===== src/rtl/sonic_cmd_rx.sv =====
// rtl/sonic_cmd_rx.sv - PCIe MWr command mailbox receiver
// Decodes host mailbox writes, merges one beat bytewise and raises cmd_valid until acked.
module sonic_cmd_rx #(
  parameter int          BAR_IDX     = 0,
  parameter logic [31:0] MAILBOX_OFS = 32'h0000_0100,
  parameter int          OFS_WIDTH   = 12
) (
  input  logic         clk_in,
  input  logic         reset,
  input  logic         init,
  input  logic         rx_req,
  input  logic [135:0] rx_desc,
  output logic         rx_ack,
  output logic         rx_abort,
  input  logic         rx_dfr,
  input  logic         rx_dv,
  input  logic [127:0] rx_data,
  input  logic [15:0]  rx_be,
  output logic         rx_ws,
  output logic [127:0] mailbox,
  output logic         cmd_valid,
  input  logic         cmd_ack,
  output logic [15:0]  cmd_cnt,
  output logic [15:0]  drop_cnt
);

  localparam logic [2:0] S_IDLE   = 3'd0;
  localparam logic [2:0] S_ACK    = 3'd1;
  localparam logic [2:0] S_DATA   = 3'd2;
  localparam logic [2:0] S_COMMIT = 3'd3;
  localparam logic [2:0] S_DROP   = 3'd4;

  logic [2:0]   state_q, state_d;
  logic         accept_q, accept_d;
  logic [1:0]   idx_q, idx_d;
  logic [2:0]   span_q, span_d;
  logic [127:0] mailbox_q, mailbox_d;
  logic         cmd_valid_q, cmd_valid_d;
  logic [15:0]  cmd_cnt_q, cmd_cnt_d;
  logic [15:0]  drop_cnt_q, drop_cnt_d;

  logic [63:0]  in_addr;
  logic [9:0]   in_len;
  logic [1:0]   in_idx;
  logic [2:0]   in_span;
  logic         in_accept;
  logic [3:0]   dw_en;
  logic [15:0]  byte_wr;
  logic         take;
  logic         drop_inc;
  logic         commit_set;
  logic         unused_desc;

  // Descriptor is decoded as it arrives so only the verdict and DW window are held.
  assign in_addr = rx_desc[125] ? rx_desc[63:0] : {32'h0, rx_desc[63:32]};
  assign in_len  = rx_desc[105:96];
  assign in_idx  = in_addr[3:2];
  assign in_span = {1'b0, in_idx} + in_len[2:0];
  assign in_accept = rx_desc[128+BAR_IDX] && rx_desc[126] && (rx_desc[124:120] == 5'b00000) &&
                     (in_addr[OFS_WIDTH-1:4] == MAILBOX_OFS[OFS_WIDTH-1:4]) &&
                     (in_len != 10'd0) && (in_len <= 10'd4) && (in_span <= 3'd4);
  assign unused_desc = ^{rx_desc, in_addr};

  assign rx_ws    = (state_q == S_DATA) && cmd_valid_q && !cmd_ack;
  assign take     = (state_q == S_DATA) && rx_dv && !rx_ws;
  assign rx_ack   = (state_q == S_ACK);
  assign rx_abort = 1'b0;

  always_comb begin
    dw_en = 4'b0000;
    for (int i = 0; i < 4; i++) begin
      dw_en[i] = (3'(i) >= {1'b0, idx_q}) && (3'(i) < span_q);
    end
    byte_wr = 16'h0000;
    for (int b = 0; b < 16; b++) begin
      byte_wr[b] = dw_en[b/4] && rx_be[b];
    end
  end

  always_comb begin
    state_d    = state_q;
    accept_d   = accept_q;
    idx_d      = idx_q;
    span_d     = span_q;
    mailbox_d  = mailbox_q;
    drop_inc   = 1'b0;
    commit_set = 1'b0;
    case (state_q)
      S_IDLE: begin
        if (rx_req) begin
          accept_d = in_accept;
          idx_d    = in_idx;
          span_d   = in_span;
          state_d  = S_ACK;
        end
      end
      S_ACK: begin
        if (accept_q) begin
          state_d = S_DATA;
        end else if (rx_dfr) begin
          state_d = S_DROP;
        end else begin
          drop_inc = 1'b1;
          state_d  = S_IDLE;
        end
      end
      S_DATA: begin
        if (take) begin
          for (int b = 0; b < 16; b++) begin
            if (byte_wr[b]) mailbox_d[8*b +: 8] = rx_data[8*b +: 8];
          end
          state_d = S_COMMIT;
        end
      end
      S_COMMIT: begin
        // Accepted windows always start at idx_q, so DW0 is covered exactly when idx_q is 0.
        commit_set = (idx_q == 2'd0);
        state_d    = S_IDLE;
      end
      S_DROP: begin
        if (!rx_dfr && !rx_dv) begin
          drop_inc = 1'b1;
          state_d  = S_IDLE;
        end
      end
      default: state_d = S_IDLE;
    endcase
    cmd_valid_d = commit_set || (cmd_valid_q && !cmd_ack);
    cmd_cnt_d   = cmd_cnt_q + {15'b0, commit_set};
    drop_cnt_d  = (drop_inc && (drop_cnt_q != 16'hFFFF)) ? drop_cnt_q + 16'd1 : drop_cnt_q;
  end

  always_ff @(posedge clk_in or posedge reset) begin
    if (reset) begin
      state_q     <= S_IDLE;
      accept_q    <= 1'b0;
      idx_q       <= 2'd0;
      span_q      <= 3'd0;
      mailbox_q   <= '0;
      cmd_valid_q <= 1'b0;
      cmd_cnt_q   <= '0;
      drop_cnt_q  <= '0;
    end else if (init) begin
      state_q     <= S_IDLE;
      accept_q    <= 1'b0;
      idx_q       <= 2'd0;
      span_q      <= 3'd0;
      mailbox_q   <= '0;
      cmd_valid_q <= 1'b0;
      cmd_cnt_q   <= '0;
      drop_cnt_q  <= '0;
    end else begin
      state_q     <= state_d;
      accept_q    <= accept_d;
      idx_q       <= idx_d;
      span_q      <= span_d;
      mailbox_q   <= mailbox_d;
      cmd_valid_q <= cmd_valid_d;
      cmd_cnt_q   <= cmd_cnt_d;
      drop_cnt_q  <= drop_cnt_d;
    end
  end

  assign mailbox   = mailbox_q;
  assign cmd_valid = cmd_valid_q;
  assign cmd_cnt   = cmd_cnt_q;
  assign drop_cnt  = drop_cnt_q;

endmodule


===== config.mk =====
export PLATFORM = sky130hd
export DESIGN_NAME = sonic_cmd_rx
export DESIGN_NICKNAME = d
export VERILOG_FILES = /design/src/rtl/sonic_cmd_rx.sv
export SDC_FILE = /design/constraint.sdc
export NUM_CORES = 1
export LEC_CHECK = 0
export ABC_AREA = 1
export CAP_MARGIN = 20
export CORE_AREA = 2 2 175 177
export CTS_CLUSTER_SIZE = 10
export DETAILED_ROUTE_END_ITERATION = 7
export DIE_AREA = 0 0 177 179
export GPL_ROUTABILITY_DRIVEN = 0
export GPL_TIMING_DRIVEN = 1
export HOLD_SLACK_MARGIN = 0.12
export MAX_ROUTING_LAYER = met4
export PLACE_DENSITY_LB_ADDON = 0.3
export SLEW_MARGIN = 15
export SYNTH_ARGS = -nofsm -noshare
export SYNTH_HDL_FRONTEND = slang
export SYNTH_SLANG_ARGS = --single-unit

===== constraint.sdc =====
create_clock -name clk_in -period 6.5 [get_ports clk_in]
set_input_delay 1.3 -clock clk_in [delete_from_list [all_inputs] [get_ports clk_in]]
set_output_delay 1.3 -clock clk_in [all_outputs]
set_load 0.005 [all_outputs]

# [After elaboration in Yosys (flattened, before gate mapping)]
# Cells that the tools add are included.
[word_totals] regBits=170 out_inout_bits=164 elab_cells=169
[classes] n_addsub=3 magnitude_cmp=9 n_eq_ne=9 mux=45 reduce_logical=80
[ops] op="two-way mux 128 bit" count=3
[ops] op="two-way mux 8 bit" count=16
[ops] op="AND reduction 3 bit" count=17
[ops] op="two-way mux 16 bit" count=3
[ops] op="nonzero test 2 bit" count=21
[ops] op="logical AND 1 bit" count=32
[ops] op="two-way mux 3 bit" count=9
[ops] op="adder 16 x 1 -> 16 bit" count=1
[ops] op="adder 16 x 1 -> 16 bit (second input constant)" count=1
[ops] op="!= test 16 bit (second input constant)" count=1
[ops] op="two-way mux 12 bit" count=1
[ops] op="one-hot mux 3 bit (4 select lines)" count=1
[ops] op="less-or-equal comparator 10 x 3 -> 1 bit (second input constant)" count=1
[ops] op="nonzero test 10 bit" count=1
[ops] op="!= test 3 bit (second input constant)" count=3
[ops] op="== test 8 x 5 -> 1 bit (second input constant)" count=1
[ops] op="two-way mux 1 bit" count=8
[ops] op="== test 3 x 2 -> 1 bit (second input constant)" count=2
[ops] op="< comparator 1 x 3 -> 1 bit (first input constant)" count=2
[ops] op="< comparator 2 x 3 -> 1 bit (first input constant)" count=2
[ops] op="two-way mux 2 bit" count=3
[ops] op="logical NOT 5 bit" count=1
[ops] op="greater-or-equal comparator 1 x 2 -> 1 bit (first input constant)" count=2
[ops] op="logical NOT 1 bit" count=4
[ops] op="10 further kinds" count=10

# [Depth between registers and ports, before layout]
# Gate-level depths: netlist (run 1).
[logic_depth] ltp_word=9 depth_mapped=13 depth_no_buf=13

# [Worst setup path after synthesis (run 1)]
# Ideal clock, no wire load.
[synth_timing] path_kind="input -> output" start="input cmd_ack" end="output rx_ws" t_arrival_ns=1.517 required_ns=5.200 path_slack_ns=3.683 stages=3 path_cell_list="inv_1 nand2_1 nor2_1"
[synth_via] elab_chain_len=2
[synth_rtl] item="from (decl)" line_no="22" source="input logic cmd_ack,"
[synth_rtl] item="logical NOT 1 bit" line_no="64" source="assign rx_ws = (state_q == S_DATA) && cmd_valid_q && !cmd_ack;"
[synth_rtl] item="logical AND 1 bit" line_no="64"
[synth_rtl] item="to (decl)" line_no="19" source="output logic rx_ws,"
# No other way between the ends.

# [Worst setup path in the final report (run 1)]
# Ends and elaborated chain as after synthesis.

==> results.ini, run 1 <==
[grt]
grt_util_all_layers=0.1696
use_met2=0.2675
met3_usage=0.03732
grt_remaining_overflow=0
grt_pass1_vias=7499
met1_usage=0.2175
grt-busiest-layer=met2
antenna_found_initial=0
grt_max_degree=89
grt_first_pass_wirelength_um=40580

[power]
ir_drop_mv=0.1458
p_total_mw=2.370
powerDensity_nw_per_um2=188.7
p_leak_nw=5.838

[timing]
clock_skew_ns=0.01553
fmax_mhz=257.5
rsz0062_at_grt=false
slew_headroom=0.3414
final_max_slew_viol_count=0
tns_ns=0
final.period_utilization=0.5976
setup_viol=0
worst_pin_slew_ns=0.9879
holdWs_ns=0.5098
timing.final.crit_period_ns=3.884
finalHoldViolCount=0

[synth]
ys_seq_elements=170
syn_inst=940
ys_seq_area_frac=0.5298
synth_area_um2=8030
yosys_warnings=0
synth_fp_nets=1232
synthDistinctLibCells=38
avgSynthCellArea_um2=8.543

[detailed_routing]
drt_first_pass_iters=4
wl_per_cell_um=15.54
antenna_left=0
vias=7575
viasPerCell=4.461
drc=0
first_iter_violations=384
wl_um=26390

[floorplanning]
rows=64
die_area_um2=31680
die_h_um=179
initial_core_util=0.2674
die_width_um=177
core_um2=30030
ios=451

[run]
maxCapViolCount=0

[clock_tree]
cts_tree=done
clk_path_buf_depth=2
post_cts_resized=0
clk_latency_ns=0.43
postCtsSetupBuffers=0
numCtsBuffers=17
clkTransAtPathRegs_ns=0.07
cts-root-buf=clkbuf_16
clock_sinks=170
ctsHoldBuffers=0
cts_max_level=4

[layout]
drive_above_1_share=0.05837
filler_cell_count=2979
multi_input_area_um2=3336
seq_area_um2=4254
diodes=0
synthToLayoutAreaGrowth_pct=56.42
fin_cells=1698
fin_nets=1581

[worst_setup_path]
crit_type=primary input to output port
required_ns=5.20
worstSetupEndpointType=output port
worstSetupStartpointType=primary input
cp_max_fo=3
cp.arrival_ns=2.58

[worst_hold_path]
min_path_type=flip-flop to flip-flop

[outcome]
status=finished, final reports clean

[placement]
dp_hpwl_um=19160
portBuffers=351
dp_cells=1666

[synthesized netlist by cell type (all sizes together)]
library cell / instances / area share
nand2: 309 / 0.15
dfrtp: 170 / 0.53
nand3: 159 / 0.11
nor2: 82 / 0.060
inv: 80 / 0.037
o21ai: 46 / 0.030
nand4: 22 / 0.025
buf: 20 / 0.015
a21oi: 9 / 0.0070
nor3: 6 / 0.0037
xor2: 6 / 0.0065
clkbuf: 5 / 0.0023
o21bai: 5 / 0.0047
ha: 4 / 0.0062
nand3b: 4 / 0.0037
o22ai: 3 / 0.0023
xnor2: 3 / 0.0033
or2: 2 / 0.0016
conb: 1 / 0.00047
fa: 1 / 0.0025
mux2i: 1 / 0.0012
nor4: 1 / 0.00078
o31ai: 1 / 0.00094
[cell families after synthesis]
kind of cell,after synthesis,synth area share
and+or+nand+nor,585,0.3501
DFF,170,0.5298
buffers and inverters,105,0.05485
AOI/OAI and AO/OA,64,0.04503
xor gates and xnor gates,9,0.009817
adders and majority gates,5,0.008726
other,1,0.0004670
muxes,1,0.001247
[cell usage in the layout (no fill, tap or decap), drive strengths merged, types with 4 or more instances in the layout]
master | Yosys | layout
clkdlybuf4s50 | 0 | 350
nand2 | 309 | 309
dfrtp | 170 | 170
nand3 | 159 | 159
inv | 80 | 88
nor2 | 82 | 82
o21ai | 46 | 46
nand4 | 22 | 22
clkbuf | 5 | 18
a21oi | 9 | 9
xor2 | 6 | 6
nor3 | 6 | 6
o21bai | 5 | 5
buf | 20 | 5
nand3b | 4 | 4
ha | 4 | 4
clkinv | 0 | 4
[final timing paths]
check                        startpoint           end  cells after the start  slack [ns]
min reg2reg                mailbox[109]  mailbox[109]                      2        0.51
max reg2reg                  state_q[2]   mailbox[60]                      8        4.15
max in group asynchronous         reset   mailbox[74]                      3        4.17
min                        mailbox[109]  mailbox[109]                      2        0.51
max                             cmd_ack         rx_ws                      5        2.62
min in group asynchronous         reset    mailbox[1]                      2        1.35
[layout make-up]
class / instances / area share
clock buffer: 18 / 0.03496
clock inverter: 14 / 0.01414
inverter: 80 / 0.02450
multi-input combinational: 665 / 0.2656
sequential: 170 / 0.3387
tap: 396 / 0.03945
timing repair buffer: 355 / 0.2827
[registers in the layout, summed over array words and instances (netlist names)]
| register | count |
|---|---|
| mailbox | 128 |
| cmd_cnt | 16 |
| drop_cnt | 16 |
| span_q | 3 |
| state_q | 3 |
| idx_q | 2 |
| accept_q | 1 |
| cmd_valid | 1 |
[critical path, cell delays in order]
cell and delay, ns:
clkdlybuf4s50_1 0.40, inv_1 0.05, nand2_1 0.10, nor2_1 0.16
clkdlybuf4s50_1 0.58
[layer usage]
metal,vias up,routed length [um]
met1,3563,11690
met5,-,0
li1,3750,-
met2,236,12620
met3,26,1586
met4,0,495
[through the flow]
stage | util | instance area [um2] | setup slack (ns)
after floorplan | - | 8030 | 0.5966
after global placement | 0.3978 | 11940 | 2.627
after detailed placement | 0.3978 | 11940 | 2.620
after CTS | 0.4183 | 12560 | 2.621
after global routing | 0.4183 | 12560 | 2.564
final | 0.4183 | 12560 | 2.616
[where the power goes]
| group | switching [mW] | internal (mW) | total (mW) |
|---|---|---|---|
| logic | 0.107 | 0.119 | 0.226 |
| clock network | 0.511 | 0.567 | 1.08 |
| registers | 0.00557 | 1.06 | 1.07 |
(Power assumes the default switching activity.)
==> run 2, diff against run 1 <==
--- a/config.mk
+++ b/config.mk
@@ -7,10 +7,10 @@
 export LEC_CHECK = 0
 export ABC_AREA = 1
 export CAP_MARGIN = 20
-export CORE_AREA = 2 2 175 177
+export CORE_AREA = 2 2 174 176
 export CTS_CLUSTER_SIZE = 10
 export DETAILED_ROUTE_END_ITERATION = 7
-export DIE_AREA = 0 0 177 179
+export DIE_AREA = 0 0 176 178
 export GPL_ROUTABILITY_DRIVEN = 0
 export GPL_TIMING_DRIVEN = 1
 export HOLD_SLACK_MARGIN = 0.12
==> constraint.sdc (replaced) <==
create_clock -name clk_in -period 3.5 [get_ports clk_in]
set_input_delay 0.7 -clock clk_in [delete_from_list [all_inputs] [get_ports clk_in]]
set_output_delay 0.7 -clock clk_in [all_outputs]
set_load 0.005 [all_outputs]
==> results.ini, run 2 (same netlist as run 1, synthesis figures left out) <==
[outcome]
status=finished, final reports clean  ; unchanged

[worst_setup_path]
cp-endpoint=rx_ws  ; unchanged
worstSetupEndpointType=output port  ; unchanged
regToRegEndpoint=cmd_cnt[15]  ; was mailbox[60]
ff2ff_path_depth=13  ; was 8
ff2ff_setup_slack_ns=1.37  ; was 4.15 ns
crit_type=primary input to output port  ; unchanged
required_ns=2.80  ; was 5.20 ns
cp.arrival_ns=1.93  ; was 2.58 ns
worstSetupStartpoint=cmd_ack  ; unchanged
cp_max_fo=3  ; unchanged
worstSetupStartpointType=primary input  ; unchanged
timing.rr.start=idx_q[1]  ; was state_q[2]

[clock_tree]
clkTransAtPathRegs_ns=0.07  ; about the same
cts_max_level=4  ; unchanged
cts-root-buf=clkbuf_16  ; unchanged
post_cts_resized=0  ; unchanged
ctsHoldBuffers=0  ; unchanged
clock_sinks=170  ; unchanged
clk_path_buf_depth=2  ; unchanged
postCtsSetupBuffers=0  ; unchanged
cts_tree=done  ; unchanged
clk_latency_ns=0.43  ; about the same
numCtsBuffers=17  ; unchanged

[layout]
synthToLayoutAreaGrowth_pct=57.21  ; was 56.42%
largest_register_ffs=128  ; unchanged
final_area_um2=12620  ; was 12560 um2
final_cell_mix=350 x clkdlybuf4s50_1, 307 x nand2_1, 170 x dfrtp_1, 151 x nand3_1, 78 x inv_1  ; unchanged
drive_above_1_share=0.06269  ; was 0.05837
layout_commonest_cell=clkdlybuf4s50_1  ; unchanged
fin_nets=1587  ; was 1581

[detailed_routing]
antenna_left=0  ; unchanged
first_iter_violations=389  ; was 384
vias=7693  ; was 7575
wl_um=27020  ; was 26390 um
wl_per_cell_um=15.89  ; was 15.54 um
viasPerCell=4.525  ; was 4.461
drc=0  ; unchanged
drt_first_pass_iters=4  ; unchanged

[power]
ir_drop_mv=0.2777  ; was 0.1458 mV
powerDensity_nw_per_um2=346.6  ; was 188.7 nW/um2
clockPowerShare=0.449  ; was 0.455
p_leak_nw=5.870  ; was 5.838 nW
power_switching_share=0.2636  ; was 0.2631
seqPwrFrac=0.453  ; was 0.450
p_switching_mw=1.153  ; was 623.7 uW
p_int_mw=3.222  ; was 1.747 mW
combPwrFrac=0.099  ; was 0.095

[timing]
final_max_slew_viol_count=0  ; unchanged
final.period_utilization=0.7518
setup_slack_ns=0.8688  ; was 2.616 ns
rsz0062_at_grt=false  ; unchanged
setup_viol=0  ; unchanged
clock_skew_ns=0.01967  ; was 0.01553 ns
timing.final.crit_period_ns=2.631
holdWs_ns=0.5103  ; was 0.5098 ns
fmax_mhz=380.1
slew_headroom=0.5091  ; was 0.3414
tns_ns=0  ; unchanged
finalHoldViolCount=0  ; unchanged
worst_pin_slew_ns=0.7364  ; was 0.9879 ns

[grt]
grt_pass1_vias=7617  ; was 7499
grt_remaining_overflow=0  ; unchanged
grt_max_degree=94  ; was 89
grt_first_pass_wirelength_um=41950  ; was 40580 um
grt_util_all_layers=0.1770  ; was 0.1696
antenna_found_initial=2  ; was 0

[floorplanning]
ios=451  ; unchanged
die_h_um=178  ; was 179 um
rows=63  ; was 64
die_area_um2=31330  ; was 31680 um2
die_width_um=176  ; was 177 um
initial_core_util=0.2731  ; was 0.2674
core_um2=29400  ; was 30030 um2

[worst_hold_path]
min_path_type=flip-flop to flip-flop  ; unchanged
hold_depth=2  ; unchanged

[placement]
dp_slack_ns=0.7499  ; was 2.620 ns
dp_hpwl_um=20180  ; was 19160 um
placement.cell_area_um2=12020  ; was 11940 um2
portBuffers=351  ; unchanged

[run]
maxCapViolCount=0  ; unchanged

-- run 2: critical path: stages --
cell,delay [ns]
clkdlybuf4s50_1,0.39
inv_1,0.05
nand2_1,0.09
nor2_1,0.12
clkdlybuf4s50_1,0.57
-- run 2: layer usage --
metal  up-vias  global-route usage  share of wire
li1       3764                   -              -
met1      3647              0.2243           0.43
met2       259              0.2810           0.49
met3        23             0.05051          0.069
met4         0             0.04270          0.016
met5         -                   -              0
-- run 2: final cells by class --
type | count | area, um2
sequential | 170 | 4254
clock buffer | 17 | 425.4
timing repair buffer | 361 | 3633
antenna | 2 | 5.005
tap | 390 | 488.0
clock inverter | 15 | 176.4
inverter | 80 | 306.5
fill | 2914 | 16780
multi-input combinational | 665 | 3336
-- run 2: how the worst min path moves through the flow --
stage	slack, ns	end	from
final	0.51	mailbox[31]	mailbox[31]
after global routing	0.53	mailbox[34]	mailbox[34]
after CTS	0.51	mailbox[31]	mailbox[31]
after detailed placement	0.49	mailbox[31]	mailbox[31]
after global placement	0.49	mailbox[71]	mailbox[71]
after floorplan	0.50	mailbox[15]	mailbox[15]
-- run 2: power groups by stage --
stage / logic, mW / clock network [mW] / registers, mW
finish: 0.431 / 1.96 / 1.98
global route: 0.474 / 2.12 / 1.98
CTS: 0.443 / 2.04 / 1.98
global placement: 0.439 / 0 / 2.02
floorplan: 0.156 / 0 / 2.02
detailed placement: 0.441 / 0 / 2.02
-- run 2: stage by stage --
| step | instances | total power, mW | utilization |
|---|---|---|---|
| 2_1_floorplan | 940 | 2.173 | - |
| 3_3_place_gp | 1666 | 2.459 | 0.4087 |
| 3_5_place_dp | 1666 | 2.460 | 0.4087 |
| 4_1_cts | 1698 | 4.459 | 0.4292 |
| 5_1_grt | 1700 | 4.574 | 0.4294 |
| 6_report | 1700 | 4.375 | 0.4294 |
==> run 3, diff against run 2 <==
==> constraint.sdc (replaced) <==
create_clock -name clk_in -period 2.28 [get_ports clk_in]
set_input_delay 0.456 -clock clk_in [delete_from_list [all_inputs] [get_ports clk_in]]
set_output_delay 0.456 -clock clk_in [all_outputs]
set_load 0.005 [all_outputs]
==> results.ini, run 3 (same netlist as run 1, synthesis figures left out) <==
[worst_setup_path]
required_ns=2.59  ; was 2.80 ns
worstSetupStartpointType=primary input  ; unchanged
cp_common_cell=nand2_1  ; was clkdlybuf4s50_1
path_cells=clkdlybuf4s50_1 -> inv_1 -> nand2_1 -> nand2_1 -> ha_1 -> inv_1 -> fa_1 -> xnor2_1 -> nand2_1 -> nand2_1 -> nor2_1 -> nand3b_1 -> nand2_1  ; was clkdlybuf4s50_1 -> inv_1 -> nand2_1 -> nor2_1 -> clkdlybuf4s50_1
slowest_delay_ns=0.48  ; was 0.57 ns
critPathTopFamily=buffers and inverters  ; unchanged
ff2ff_setup_slack_ns=0.32  ; was 1.37 ns
cp_max_fo=5  ; was 3
worstSetupEndpointType=flip-flop  ; was output port
crit_type=primary input to flip-flop  ; was primary input to output port
path_buf_inv=3  ; unchanged
cp.arrival_ns=2.36  ; was 1.93 ns
cpMaxStageDelayCell=clkdlybuf4s50_1  ; unchanged

[placement]
dp_slack_ns=-0.1623  ; was 0.7499 ns
portBuffers=351  ; unchanged
dp_hpwl_um=20750  ; was 20180 um
placement.cell_area_um2=12220  ; was 12020 um2

[worst_hold_path]
min_path_type=primary input to asynchronous set/reset pin  ; was flip-flop to flip-flop

[layout]
fin_util=0.4359  ; was 0.4294
fin_nets=1604  ; was 1587
largest_register_ffs=128  ; unchanged
drive_above_1_share=0.07623  ; was 0.06269
layout_commonest_cell=clkdlybuf4s50_1  ; unchanged
final_cell_mix=348 x clkdlybuf4s50_1, 307 x nand2_1, 169 x dfrtp_1, 151 x nand3_1, 78 x inv_1  ; was 350 x clkdlybuf4s50_1, 307 x nand2_1, 170 x dfrtp_1, 151 x nand3_1, 78 x inv_1
final_area_um2=12820  ; was 12620 um2
synthToLayoutAreaGrowth_pct=59.60  ; was 57.21%

[detailed_routing]
drt_first_pass_iters=4  ; unchanged
wl_um=27260  ; was 27020 um
vias=7727  ; was 7693
first_iter_violations=406  ; was 389
drc=0  ; unchanged
antenna_left=0  ; unchanged
wl_per_cell_um=15.87  ; was 15.89 um
viasPerCell=4.498  ; was 4.525

[timing]
timing.final.crit_period_ns=2.054
worst_pin_slew_ns=0.6039  ; was 0.7364 ns
setup_slack_ns=0.2263  ; was 0.8688 ns
final_max_slew_viol_count=0  ; unchanged
slew_headroom=0.5974  ; was 0.5091
rsz0062_at_grt=false  ; unchanged
finalHoldViolCount=0  ; unchanged
setup_viol=0  ; unchanged
clock_skew_ns=0.01866  ; was 0.01967 ns
tns_ns=0  ; unchanged
final.period_utilization=0.9007
fmax_mhz=486.9

[floorplanning]
die_h_um=178  ; unchanged
ios=451  ; unchanged
initial_core_util=0.2731  ; unchanged
rows=63  ; unchanged
die_width_um=176  ; unchanged
die_area_um2=31330  ; unchanged
core_um2=29400  ; unchanged

[power]
powerDensity_nw_per_um2=519.1  ; was 346.6 nW/um2
ir_drop_mv=0.3444  ; was 0.2777 mV
p_leak_nw=5.983  ; was 5.870 nW
p_total_mw=6.653  ; was 4.375 mW

[grt]
grt_pass1_vias=7896  ; was 7617
grt_util_all_layers=0.1807  ; was 0.1770
grt_first_pass_wirelength_um=42830  ; was 41950 um
antenna_found_initial=3  ; was 2
grt_remaining_overflow=0  ; unchanged
grt_max_degree=46  ; was 94

[run]
maxCapViolCount=0  ; unchanged

[clock_tree]
clock_sinks=170  ; unchanged
cts-root-buf=clkbuf_16  ; unchanged
ctsHoldBuffers=0  ; unchanged
clkTransAtPathRegs_ns=0.07  ; about the same
cts_max_level=4  ; unchanged
postCtsSetupBuffers=0  ; unchanged
numCtsBuffers=17  ; unchanged
clk_latency_ns=0.43  ; about the same
clk_path_buf_depth=2  ; unchanged
post_cts_resized=2  ; was 0
cts_tree=done  ; unchanged

[outcome]
status=finished, final reports clean  ; unchanged

## run 3: changes by cell type in the layout (fill, tap and decap cells not counted), sizes merged
cell	previous run	this run
dlymetal6s2s	0	1
clkdlybuf4s50	350	348
bufinv	1	0
buf	11	28
clkinvlp	1	3
inv	86	87
diode	2	3
dlygate4sd2	0	1
clkinv	7	5
## run 3: final cells by class
| type | instances | area, um2 |
|---|---|---|
| inverters | 80 | 306.5 |
| clock inverters | 15 | 155.1 |
| multi-input cells | 665 | 3341 |
| clock buffers | 17 | 425.4 |
| fillers | 2884 | 16590 |
| repair buffers | 378 | 3837 |
| well taps | 390 | 488.0 |
| flip-flops and latches | 170 | 4255 |
| diodes | 3 | 7.507 |
## run 3: per-stage QoR
step | hold slack [ns] | std cells
floorplan | 0.4994 | 940
global placement | 0.4887 | 1683
detailed placement | 0.4932 | 1683
CTS | 0.4657 | 1715
global route | 0.4787 | 1718
finish | 0.4675 | 1718
## run 3: power by group
part,switching [mW],internal (mW)
clock network,1.44,1.47
registers,0.0161,3.02
logic,0.323,0.380
## run 3: worst paths after layout
| kind | to | cells after the start | start |
|---|---|---|---|
| max in group asynchronous | mailbox[69] | 3 | reset |
| setup reg to reg | cmd_cnt[12] | 9 | idx_q[1] |
| hold / removal | idx_q[0] | 2 | reset |
| setup / recovery | accept_q | 13 | rx_desc[125] |
| hold reg to reg | mailbox[95] | 2 | mailbox[95] |
| min in group clk_in | mailbox[95] | 2 | mailbox[95] |
## run 3: worst reg2reg max path, delay by kind of cell (launching register included)
family / cells / cell delay (ns)
and+or+nand+nor: 6 / 0.98
adders and majority gates: 1 / 0.19
DFF: 1 / 0.41
buffers and inverters: 1 / 0.08
xor gates and xnor gates: 1 / 0.17
## run 3: routing by layer
metal,up-vias,track usage,wire (um)
met3,31,0.04540,1881
li1,3808,-,-
met4,0,0.05923,606
met5,-,-,0
met2,251,0.2840,13020
met1,3637,0.2290,11750
